### config.mk
export PLATFORM = sky130hd
export DESIGN_NAME = mem_stage
export DESIGN_NICKNAME = d
export VERILOG_FILES = /design/src/rtl/mem_stage_pkg.sv /design/src/rtl/mem_lane_fmt.sv /design/src/rtl/mem_stage.sv
export SDC_FILE = /design/constraint.sdc
export NUM_CORES = 1
export LEC_CHECK = 0
export BUFFER_PORTS_ARGS = -buffer_cell sky130_fd_sc_hd__buf_4
export CAP_MARGIN = 10
export CORE_ASPECT_RATIO = 0.5
export CORE_MARGIN = 3
export CORE_UTILIZATION = 39
export CTS_BUF_LIST = sky130_fd_sc_hd__clkbuf_8
export DETAILED_ROUTE_END_ITERATION = 16
export PLACE_DENSITY = 0.84
export SETUP_SLACK_MARGIN = 0.1
export SYNTH_ARGS = -nofsm -noshare
export SYNTH_HDL_FRONTEND = slang
export SYNTH_SLANG_ARGS = --single-unit
export TNS_END_PERCENT = 1
### constraint.sdc
create_clock -name clk -period 5.6 [get_ports clk]
set_input_delay 0.28 -clock clk [delete_from_list [all_inputs] [get_ports clk]]
set_output_delay 0.28 -clock clk [all_outputs]
set_load 0.05 [all_outputs]
### src/rtl/mem_stage_pkg.sv
// Shared definitions for the memory-access stage: bus widths, reset values,
// memory op codes and the access FSM state type.
package mem_stage_pkg;

    localparam int RegBus     = 32;
    localparam int RegAddrBus = 5;

    localparam logic                  RstEnable    = 1'b1;
    localparam logic                  WriteDisable = 1'b0;
    localparam logic [RegAddrBus-1:0] NOPRegAddr   = 5'b00000;
    localparam logic [RegBus-1:0]     ZeroWord     = 32'h0000_0000;

    localparam logic [7:0] EXE_NOP_OP  = 8'b0000_0000;
    localparam logic [7:0] EXE_ADDU_OP = 8'b0010_0001;
    localparam logic [7:0] EXE_LB_OP   = 8'b1110_0000;
    localparam logic [7:0] EXE_LH_OP   = 8'b1110_0001;
    localparam logic [7:0] EXE_LW_OP   = 8'b1110_0011;
    localparam logic [7:0] EXE_LBU_OP  = 8'b1110_0100;
    localparam logic [7:0] EXE_LHU_OP  = 8'b1110_0101;
    localparam logic [7:0] EXE_SB_OP   = 8'b1110_1000;
    localparam logic [7:0] EXE_SH_OP   = 8'b1110_1001;
    localparam logic [7:0] EXE_SW_OP   = 8'b1110_1011;

    typedef enum logic {
        ST_IDLE = 1'b0,
        ST_WAIT = 1'b1
    } mem_state_e;

endpackage

### src/rtl/mem_lane_fmt.sv
// Combinational op decode, big-endian byte-lane select, store replication
// and load extension for the memory stage.
module mem_lane_fmt
    import mem_stage_pkg::*;
(
    input  logic [7:0]        aluop,
    input  logic [1:0]        addr_lo,
    input  logic [RegBus-1:0] store_data,
    input  logic [RegBus-1:0] rdata,
    output logic              is_mem,
    output logic              is_load,
    output logic              is_store,
    output logic              misaligned,
    output logic [3:0]        sel,
    output logic [RegBus-1:0] wdata,
    output logic [RegBus-1:0] load_data
);

    logic [7:0]  byte_s;
    logic [15:0] half_s;
    logic [3:0]  byte_sel_s;
    logic [3:0]  half_sel_s;

    // Pick the addressed lane out of the read word; lane 0 is the MSB byte.
    always_comb begin
        byte_s     = 8'h00;
        byte_sel_s = 4'b0000;
        case (addr_lo)
            2'b00: begin byte_s = rdata[31:24]; byte_sel_s = 4'b1000; end
            2'b01: begin byte_s = rdata[23:16]; byte_sel_s = 4'b0100; end
            2'b10: begin byte_s = rdata[15:8];  byte_sel_s = 4'b0010; end
            2'b11: begin byte_s = rdata[7:0];   byte_sel_s = 4'b0001; end
            default: begin byte_s = 8'h00; byte_sel_s = 4'b0000; end
        endcase
        if (addr_lo[1]) begin
            half_s     = rdata[15:0];
            half_sel_s = 4'b0011;
        end else begin
            half_s     = rdata[31:16];
            half_sel_s = 4'b1100;
        end
    end

    // Decode the op into access class, enables, store data and load result.
    always_comb begin
        is_mem     = 1'b0;
        is_load    = 1'b0;
        is_store   = 1'b0;
        misaligned = 1'b0;
        sel        = 4'b0000;
        wdata      = ZeroWord;
        load_data  = ZeroWord;
        case (aluop)
            EXE_LB_OP, EXE_LBU_OP: begin
                is_mem    = 1'b1;
                is_load   = 1'b1;
                sel       = byte_sel_s;
                load_data = (aluop == EXE_LB_OP) ? {{24{byte_s[7]}}, byte_s}
                                                 : {24'h00_0000, byte_s};
            end
            EXE_LH_OP, EXE_LHU_OP: begin
                is_mem     = 1'b1;
                is_load    = 1'b1;
                misaligned = addr_lo[0];
                sel        = half_sel_s;
                load_data  = (aluop == EXE_LH_OP) ? {{16{half_s[15]}}, half_s}
                                                  : {16'h0000, half_s};
            end
            EXE_LW_OP: begin
                is_mem     = 1'b1;
                is_load    = 1'b1;
                misaligned = (addr_lo != 2'b00);
                sel        = 4'b1111;
                load_data  = rdata;
            end
            EXE_SB_OP: begin
                is_mem   = 1'b1;
                is_store = 1'b1;
                sel      = byte_sel_s;
                wdata    = {4{store_data[7:0]}};
            end
            EXE_SH_OP: begin
                is_mem     = 1'b1;
                is_store   = 1'b1;
                misaligned = addr_lo[0];
                sel        = half_sel_s;
                wdata      = {2{store_data[15:0]}};
            end
            EXE_SW_OP: begin
                is_mem     = 1'b1;
                is_store   = 1'b1;
                misaligned = (addr_lo != 2'b00);
                sel        = 4'b1111;
                wdata      = store_data;
            end
            default: begin
                is_mem = 1'b0;
            end
        endcase
    end

endmodule

### src/rtl/mem_stage.sv
// Memory-access pipeline stage: drives the data bus for loads/stores, stalls
// the pipe while waiting for ack, and abandons the access after TIMEOUT.
module mem_stage
    import mem_stage_pkg::*;
#(
    parameter logic [7:0] TIMEOUT = 8'd255
) (
    input  logic                  clk,
    input  logic                  rst,
    input  logic [RegAddrBus-1:0] ex_wd_addr,
    input  logic                  ex_wreg,
    input  logic [RegBus-1:0]     ex_wdata,
    input  logic [7:0]            ex_aluop,
    input  logic [RegBus-1:0]     ex_mem_addr,
    input  logic [RegBus-1:0]     ex_reg2,
    output logic                  dbus_req,
    output logic                  dbus_we,
    output logic [RegBus-1:0]     dbus_addr,
    output logic [3:0]            dbus_sel,
    output logic [RegBus-1:0]     dbus_wdata,
    input  logic                  dbus_ack,
    input  logic [RegBus-1:0]     dbus_rdata,
    output logic [RegAddrBus-1:0] mem_wd_addr,
    output logic                  mem_wreg,
    output logic [RegBus-1:0]     mem_wdata,
    output logic                  stallreq,
    output logic                  mem_align_err,
    output logic                  mem_bus_err
);

    mem_state_e        state_r;
    logic [7:0]        cnt_r;
    logic              is_mem_s;
    logic              is_load_s;
    logic              is_store_s;
    logic              misaligned_s;
    logic [3:0]        sel_s;
    logic [RegBus-1:0] wdata_s;
    logic [RegBus-1:0] load_data_s;
    logic              go_s;
    logic              timeout_s;

    mem_lane_fmt u_lane_fmt (
        .aluop      (ex_aluop),
        .addr_lo    (ex_mem_addr[1:0]),
        .store_data (ex_reg2),
        .rdata      (dbus_rdata),
        .is_mem     (is_mem_s),
        .is_load    (is_load_s),
        .is_store   (is_store_s),
        .misaligned (misaligned_s),
        .sel        (sel_s),
        .wdata      (wdata_s),
        .load_data  (load_data_s)
    );

    // cnt_r counts WAIT cycles already spent, so +1 includes the current one.
    assign go_s      = is_mem_s & ~misaligned_s;
    assign timeout_s = (state_r == ST_WAIT) &&
                       (({1'b0, cnt_r} + 9'd1) == {1'b0, TIMEOUT});

    // Access FSM and wait counter; ack always wins over timeout.
    always_ff @(posedge clk) begin
        if (rst == RstEnable) begin
            state_r <= ST_IDLE;
            cnt_r   <= 8'd0;
        end else begin
            case (state_r)
                ST_IDLE: begin
                    if (go_s && !dbus_ack) begin
                        state_r <= ST_WAIT;
                        cnt_r   <= 8'd0;
                    end else begin
                        state_r <= ST_IDLE;
                    end
                end
                ST_WAIT: begin
                    if (!go_s || dbus_ack || timeout_s) begin
                        state_r <= ST_IDLE;
                        cnt_r   <= 8'd0;
                    end else begin
                        cnt_r <= cnt_r + 8'd1;
                    end
                end
                default: begin
                    state_r <= ST_IDLE;
                    cnt_r   <= 8'd0;
                end
            endcase
        end
    end

    // Bus, stall and writeback outputs; reset gates everything to idle values.
    always_comb begin
        dbus_req      = 1'b0;
        dbus_we       = 1'b0;
        dbus_addr     = ZeroWord;
        dbus_sel      = 4'b0000;
        dbus_wdata    = ZeroWord;
        stallreq      = 1'b0;
        mem_align_err = 1'b0;
        mem_bus_err   = 1'b0;
        mem_wd_addr   = ex_wd_addr;
        mem_wreg      = ex_wreg;
        mem_wdata     = ex_wdata;
        if (rst == RstEnable) begin
            mem_wd_addr = NOPRegAddr;
            mem_wreg    = WriteDisable;
            mem_wdata   = ZeroWord;
        end else if (!is_mem_s) begin
            mem_wreg = ex_wreg;
        end else if (misaligned_s) begin
            mem_align_err = 1'b1;
            mem_wreg      = WriteDisable;
            mem_wdata     = ZeroWord;
        end else if (dbus_ack) begin
            dbus_req   = 1'b1;
            dbus_we    = is_store_s;
            dbus_addr  = {ex_mem_addr[31:2], 2'b00};
            dbus_sel   = sel_s;
            dbus_wdata = wdata_s;
            mem_wreg   = is_load_s ? ex_wreg : WriteDisable;
            mem_wdata  = is_load_s ? load_data_s : ZeroWord;
        end else if (timeout_s) begin
            mem_bus_err = 1'b1;
            mem_wreg    = WriteDisable;
            mem_wdata   = ZeroWord;
        end else begin
            dbus_req   = 1'b1;
            dbus_we    = is_store_s;
            dbus_addr  = {ex_mem_addr[31:2], 2'b00};
            dbus_sel   = sel_s;
            dbus_wdata = wdata_s;
            stallreq   = 1'b1;
            mem_wreg   = WriteDisable;
            mem_wdata  = ZeroWord;
        end
    end

endmodule
==> out/results.tsv, run 1 <==
stage	metric	value	unit
die	ioPinCount	256	
worst_setup_path	path_class	flop to output pin	
grt	grt_pass1_vias	3685	
timing	worst_pin_slew	1.07	ns
die	die_w	123	µm
clocking	cts-root-buf	clkbuf_8	
power	switchingPower	170	µW
yosys	synth_commonest_cells	nand2_1 (69), a21oi_1 (58), and2_1 (35), o21ai_0 (35)	
timing	fmax	302	MHz
clocking	hold_buffers	0	
yosys	synth.most_common_cell	nand2_1	
timing	min_period	3.32	ns
clocking	clk_latency	0.24	ns
clocking	clock_path_buffers	2	
worst_setup_path	worstPathMaxFanout	25	
grt	grt_max_degree	47	
grt	grt_usage	0.266	
layout	n_fill_cell	586	
layout	diodes	0	
route	route.detailed.wl_per_inst	15.9	µm
placement	io_buffers	253	
route	ant_nets	0	
timing	fin_worst_skew	0.00126	ns
layout	synthToLayoutAreaGrowth	68.4	%
route	dr.pass1.iters	5	
power	clkPwrFrac	0.192	
clocking	cts.htree.levels	1	
worst_hold_path	hold_path_class	input pin to flop	
placement	gp_congestion	0.946	
layout	final_cells	731	
yosys	synthCells	424	
placement	dp_cells	727	
power	ir_drop	0.0713	mV
clocking	post_cts_buffers	0	
timing	grt_setup_unrepaired	no	
clocking	cts_resized	0	
yosys	seq_area_frac_synth	0.0671	
timing	min_period_over_period	0.592	
power	leakage	2.18	nW
placement	hpwl	9.26	mm
power	combPwrFrac	0.645	
power	power_density	87.6	nW/µm²
yosys	syn_avg_cell_area	6.33	µm²
timing	hold_violations	0	
clocking	clkTransAtPathRegs	0.05	ns
route	viasPerCell	5.47	
yosys	synth_flop_cell	dfxtp_1	
yosys	yosysWarnings	0	
clocking	clock_sinks	9	
timing	setup_tns	0	ns
grt	antenna_found_initial	0	
timing	slew_violations	0	
run_status	status	finished clean	
die	die-area	7970	µm²
route	via_count	4002	
grt	grt_pass1_wl	17.6	mm
route	drt-initial-drc-count	325	
layout	fin_nets	791	
die	initial_utilization	0.422	
route	remaining_drc_errors	0	
yosys	synth_edf_count	0	
yosys	synth_seq_cells	9	
run	maxCapViolCount	0	
die	die_h	64.7	µm
power	p_int	226	µW
layout	drive_gt1_frac	0.448	
yosys	async_flop_share	0	
layout	seq_area	180	µm²
layout	multi_input_area	2250	µm²
yosys	netlist-cell-type-count	60	
die	rows	20	
clocking	numCtsBuffers	3	
timing	slew-limit-headroom	0.283	
worst_setup_path	start_kind	flop	
grt	grt.overflow.total	0	
worst_setup_path	worstPathArrival	3.04	ns
yosys	synthTopCellsByArea	a21oi_1 (11%), nand2_1 (9.7%), and2_1 (8.2%), dfxtp_1 (6.7%), o21ai_0 (6.5%)	
worst_setup_path	critPathCaptureType	output pin	
die	core-area	6360	µm²
yosys	synth_top_area_frac	0.108	
timing	setup-violations-final	0	
yosys	synth_area_leader_cell	a21oi_1	
route	finalWirelength	11.6	mm
yosys	syn_area	2680	µm²
worst_setup_path	cp_data_required_time	5.32	ns
power	switching_share	0.429	
clocking	cts_tree	done	
power	p_seq_frac	0.162	
## power by group through the flow
stage	Sequential (mW)	Combinational, mW	Clock (mW)
after floorplan	0.0655	0.137	0
after global placement	0.0655	0.252	0
after detailed placement	0.0655	0.254	0
after CTS	0.0643	0.254	0.0760
after global routing	0.0643	0.273	0.0795
final	0.0643	0.255	0.0762
## final timing paths
check	startpoint	endpoint	slack (ns)	cells past startpoint
max	cnt_r[1]	dbus_wdata[20]	2.28	7
min	rst	cnt_r[7]	0.40	2
max reg2reg	cnt_r[1]	cnt_r[2]	3.37	6
min reg2reg	cnt_r[6]	cnt_r[6]	0.50	2
## state kept, by name (all words and copies together), names as in the netlist
name	flops
cnt_r	8
state_r	1
## through the flow
stage | hold slack (ns) | worst slack, ns | util | area (µm²) | power (mW)
floorplan | 0.465 | 2.76 | - | 2690 | 0.202
global placement | 0.482 | 2.39 | 0.704 | 4480 | 0.318
detailed placement | 0.487 | 2.37 | 0.704 | 4480 | 0.319
CTS | 0.393 | 2.32 | 0.711 | 4520 | 0.395
global route | 0.419 | 2.04 | 0.711 | 4520 | 0.417
finish | 0.396 | 2.28 | 0.711 | 4520 | 0.396
## cell families after synthesis
logic type                 share of synthesized area
other                                        0.00140
AOI/OAI and AO/OA                              0.358
and+or+nand+nor                                0.417
muxes                                         0.0503
adders and majority gates                    0.00932
buffers and inverters                         0.0965
DFF                                           0.0671
## worst max-delay path, stage by stage (launching register included)
cell and delay, ns:
dfxtp_1 0.37, ha_1 0.20, nor2b_1 0.22, o2111a_1 0.20
o221ai_1 0.43, o311ai_4 0.98, nor2_1 0.15, buf_4 0.24
## metal layers
layer / GRT usage / part of all wire / vias up
li1: - / - / 1956
met1: 0.332 / 0.39 / 1834
met2: 0.483 / 0.50 / 190
met3: 0.0366 / 0.083 / 22
met4: 0.0634 / 0.019 / 0
met5: 0 / 0 / -
## cell usage in the layout, fill, tap and decap left out, types with 3 or more instances in the layout
master,n
buf_4,254
nand2_1,69
a21oi_1,58
and2_1,35
o21ai_0,35
nor2_1,19
nor2b_1,19
nand3_1,16
nor3_1,10
mux2_2,10
and3_1,10
inv_1,9
dfxtp_1,9
a221oi_1,7
o221ai_1,6
or3b_2,6
a21o_1,6
nor3b_1,6
nand2b_1,4
o21a_1,3
nand3b_1,3
a32o_1,3
o21ai_1,3
clkbuf_8,3
## layout make-up
cell class / instances / share of cell area
multi-input cells: 368 / 0.497
repair buffers: 254 / 0.422
well taps: 88 / 0.0244
clock buffers: 3 / 0.00913
flip-flops and latches: 9 / 0.0399
inverters: 8 / 0.00664
clock inverters: 1 / 0.000830
(Power assumes the default switching activity.)
==> inputs of run 2 (changes only) <==
--- a/config.mk
+++ b/config.mk
@@ -5,14 +5,15 @@
 export SDC_FILE = /design/constraint.sdc
 export NUM_CORES = 1
 export LEC_CHECK = 0
+export ABC_AREA = 1
 export BUFFER_PORTS_ARGS = -buffer_cell sky130_fd_sc_hd__buf_4
 export CAP_MARGIN = 10
 export CORE_ASPECT_RATIO = 0.5
 export CORE_MARGIN = 3
-export CORE_UTILIZATION = 39
+export CORE_UTILIZATION = 37
 export CTS_BUF_LIST = sky130_fd_sc_hd__clkbuf_8
 export DETAILED_ROUTE_END_ITERATION = 16
-export PLACE_DENSITY = 0.84
+export PLACE_DENSITY = 0.79
 export SETUP_SLACK_MARGIN = 0.1
 export SYNTH_ARGS = -nofsm -noshare
 export SYNTH_HDL_FRONTEND = slang
==> constraint.sdc (replaced) <==
create_clock -name clk -period 2.7 [get_ports clk]
set_input_delay 0.135 -clock clk [delete_from_list [all_inputs] [get_ports clk]]
set_output_delay 0.135 -clock clk [all_outputs]
set_load 0.05 [all_outputs]
==> run 2 against run 1 <==
Compared with the run above:
- clock power up 100%
- register-to-register slack worse by 2.4 ns
- via count up 18%
- non-clock buffer count up 8
- sequential share of layout area down 0.42 points
- sequential power up 110%
- critical path type is now input pin to output pin
- die area up 20%
- clock-buffer cell count unchanged
- worst hold slack worse by 0.13 ns
- power up 110%
- critical path depth up 5
==> out/results.tsv, run 2 <==
stage	metric	value	unit
run_status	status	finished clean	
power	leakage	2.81	nW
timing	holdWs	0.263	ns
clocking	hold_buffers	0	
grt	grt_pass1_wl	20.5	mm
worst_hold_path	hold_end	state_r	
worst_setup_path	critPathCaptureType	output pin	
route	remaining_drc_errors	0	
worst_setup_path	path_class	input pin to output pin	
layout	drive_gt1_frac	0.403	
placement	hpwl	10.6	mm
power	clkPwrFrac	0.186	
layout	layout_commonest_cell	buf_4	
route	viasPerCell	4.93	
yosys	synthTopCellsByArea	nand2_1 (24%), inv_1 (11%), nor2_2 (11%), nand3_1 (8.1%), nor2_1 (6.7%)	
worst_setup_path	start_kind	input pin	
die	ioPinCount	256	
yosys	synth_top_area_frac	0.237	
timing	grt_setup_unrepaired	yes	
layout	diodes	0	
layout	largest_reg_flops	8	
worst_setup_path	critical_path.max_stage_delay	0.41	ns
die	core-area	7710	µm²
worst_hold_path	holdPathStages	4	
route	dr.pass1.iters	6	
timing	worst_pin_slew	0.675	ns
timing	min_period_over_period	0.883	
power	switchingPower	366	µW
clocking	numCtsBuffers	3	
layout	reg.largest.list	cnt_r: 8 flops, state_r: 1 flops	
worst_setup_path	regToRegStartpoint	cnt_r[1]	
worst_setup_path	worstPathArrival	2.25	ns
route	ant_nets	0	
yosys	synth_edf_count	0	
timing	slew-limit-headroom	0.547	
placement	gp_congestion	0.895	
timing	setup-violations-final	0	
layout	final_cells	954	
power	power_density	162	nW/µm²
timing	fmax	419	MHz
clocking	clk_latency	0.24	ns
yosys	synthCells	611	
worst_setup_path	cpMostUsedCell	buf_4	
yosys	synth_area_leader_cell	nand2_1	
yosys	yosysWarnings	0	
placement	io_buffers	253	
die	initial_utilization	0.400	
worst_setup_path	worstPathMaxFanout	14	
worst_setup_path	rr_endpoint	cnt_r[1]	
die	die-area	9540	µm²
grt	grt_usage	0.254	
clocking	clock_path_buffers	2	
die	die_w	135	µm
grt	antenna_found_initial	0	
layout	final_cell_mix	buf_4 (259), nand2_1 (195), inv_1 (94), nor2_1 (55), nor2_2 (53)	
worst_setup_path	path_delay_family	simple AND/OR/NAND/NOR gates	
power	switching_share	0.444	
clocking	cts.htree.levels	1	
worst_setup_path	crit_chain	buf_4, inv_1, nand2_1, nor2_2, nand2_2, nand2_4, nor2_4, nor3_4, nand3_4, buf_6, nor2_1, buf_4	
timing	fin_worst_skew	0.000983	ns
worst_setup_path	crit_slowest_cell	nor3_4	
placement	dp_cells	949	
clocking	cts_resized	0	
timing	slew_violations	0	
die	rows	22	
clocking	clock_sinks	9	
route	route.detailed.wl_per_inst	13.7	µm
clocking	cts-root-buf	clkbuf_8	
yosys	seq_area_frac_synth	0.0584	
grt	grt_max_degree	44	
clocking	post_cts_buffers	0	
yosys	synth.most_common_cell	nand2_1	
worst_setup_path	cp_data_required_time	2.57	ns
yosys	synth_commonest_cells	nand2_1 (195), inv_1 (94), nor2_1 (55)	
layout	fin_util	0.660	
worst_hold_path	hold_path_class	input pin to flop	
yosys	synth_flop_cell	dfxtp_1	
power	p_seq_frac	0.162	
route	drt-initial-drc-count	341	
timing	hold_violations	0	
yosys	syn_avg_cell_area	5.05	µm²
yosys	synth_seq_cells	9	
worst_setup_path	reg2regPathDepth	11	
power	total_power	824	µW
die	die_h	70.6	µm
yosys	syn_area	3090	µm²
yosys	netlist-cell-type-count	40	
power	ir_drop	0.132	mV
worst_hold_path	min_from	dbus_ack	
route	via_count	4705	
layout	synthToLayoutAreaGrowth	64.9	%
timing	min_period	2.38	ns
power	p_int	458	µW
yosys	async_flop_share	0	
timing	setup_tns	0	ns
worst_setup_path	path_buf_inv	4	
clocking	cts_tree	done	
run	maxCapViolCount	0	
layout	largest_register	cnt_r	
clocking	clkTransAtPathRegs	0.04	ns
route	finalWirelength	13.1	mm
grt	grt_pass1_vias	4209	
layout	fin_nets	994	
grt	grt.overflow.total	0	
power	combPwrFrac	0.652	
worst_setup_path	reg2reg_slack	1.00	ns
run 2: worst reg2reg max path, stage by stage (launching register included):
cell and delay, ns:
dfxtp_1 0.38, ha_2 0.23, nand2_1 0.06, nor2_1 0.14, nand2_1 0.07, nand2_1 0.09
nor2_1 0.05, nand3_1 0.11, inv_2 0.08, nor2_2 0.25, nand3_1 0.11, nand2_1 0.08
run 2: kinds of logic after synthesis:
family | after synthesis | synth area share
simple gates | 373 | 0.549
buf+inv | 131 | 0.186
compound gates | 91 | 0.186
flops | 9 | 0.0584
xor+xnor | 3 | 0.00852
fa+ha+maj | 2 | 0.00811
other cells | 1 | 0.00122
mux | 1 | 0.00324
run 2: worst max-delay path by stage:
stage | end | cells after the start | start | slack, ns
6_report | dbus_wdata[1] | 12 | ex_aluop[4] | 0.32
5_1_grt | dbus_wdata[1] | 14 | cnt_r[1] | 0.08
4_1_cts | dbus_addr[23] | 13 | cnt_r[0] | 0.14
3_5_place_dp | dbus_addr[23] | 11 | ex_aluop[4] | 0.32
3_3_place_gp | dbus_addr[22] | 11 | ex_aluop[4] | 0.44
2_1_floorplan | stallreq | 9 | cnt_r[0] | 0.43
run 2: power groups by stage:
stage          logic (mW)  registers [mW]  clock network, mW
5_1_grt             0.574           0.133              0.168
3_5_place_dp        0.532           0.136                  0
6_report            0.537           0.134              0.153
3_3_place_gp        0.528           0.136                  0
2_1_floorplan       0.277           0.136                  0
4_1_cts             0.533           0.134              0.159
run 2: per-stage QoR:
stage	instance area, µm²	setup WS [ns]
after floorplan	3090	0.426
after CTS	5040	0.137
after detailed placement	5000	0.318
after global routing	5090	0.0846
after global placement	5000	0.438
final	5090	0.315
run 2: metal layers:
layer  wire (µm)  track usage  share of wire  up-vias
met5           0            0              0        -
met4         223       0.0536          0.017        0
met3         960       0.0490          0.073       27
met2        6450        0.441           0.49      174
met1        5460        0.330           0.42     2108
li1            -            -              -     2396
run 2: layout make-up:
| class | instances | area [µm²] |
|---|---|---|
| multi-input cells | 473 | 2360 |
| inverters | 98 | 368 |
| repair buffers | 262 | 2000 |
| flip-flops and latches | 9 | 181 |
| clock buffers | 3 | 41.3 |
| well taps | 108 | 135 |
| clock inverters | 1 | 3.75 |
| fillers | 753 | 2620 |
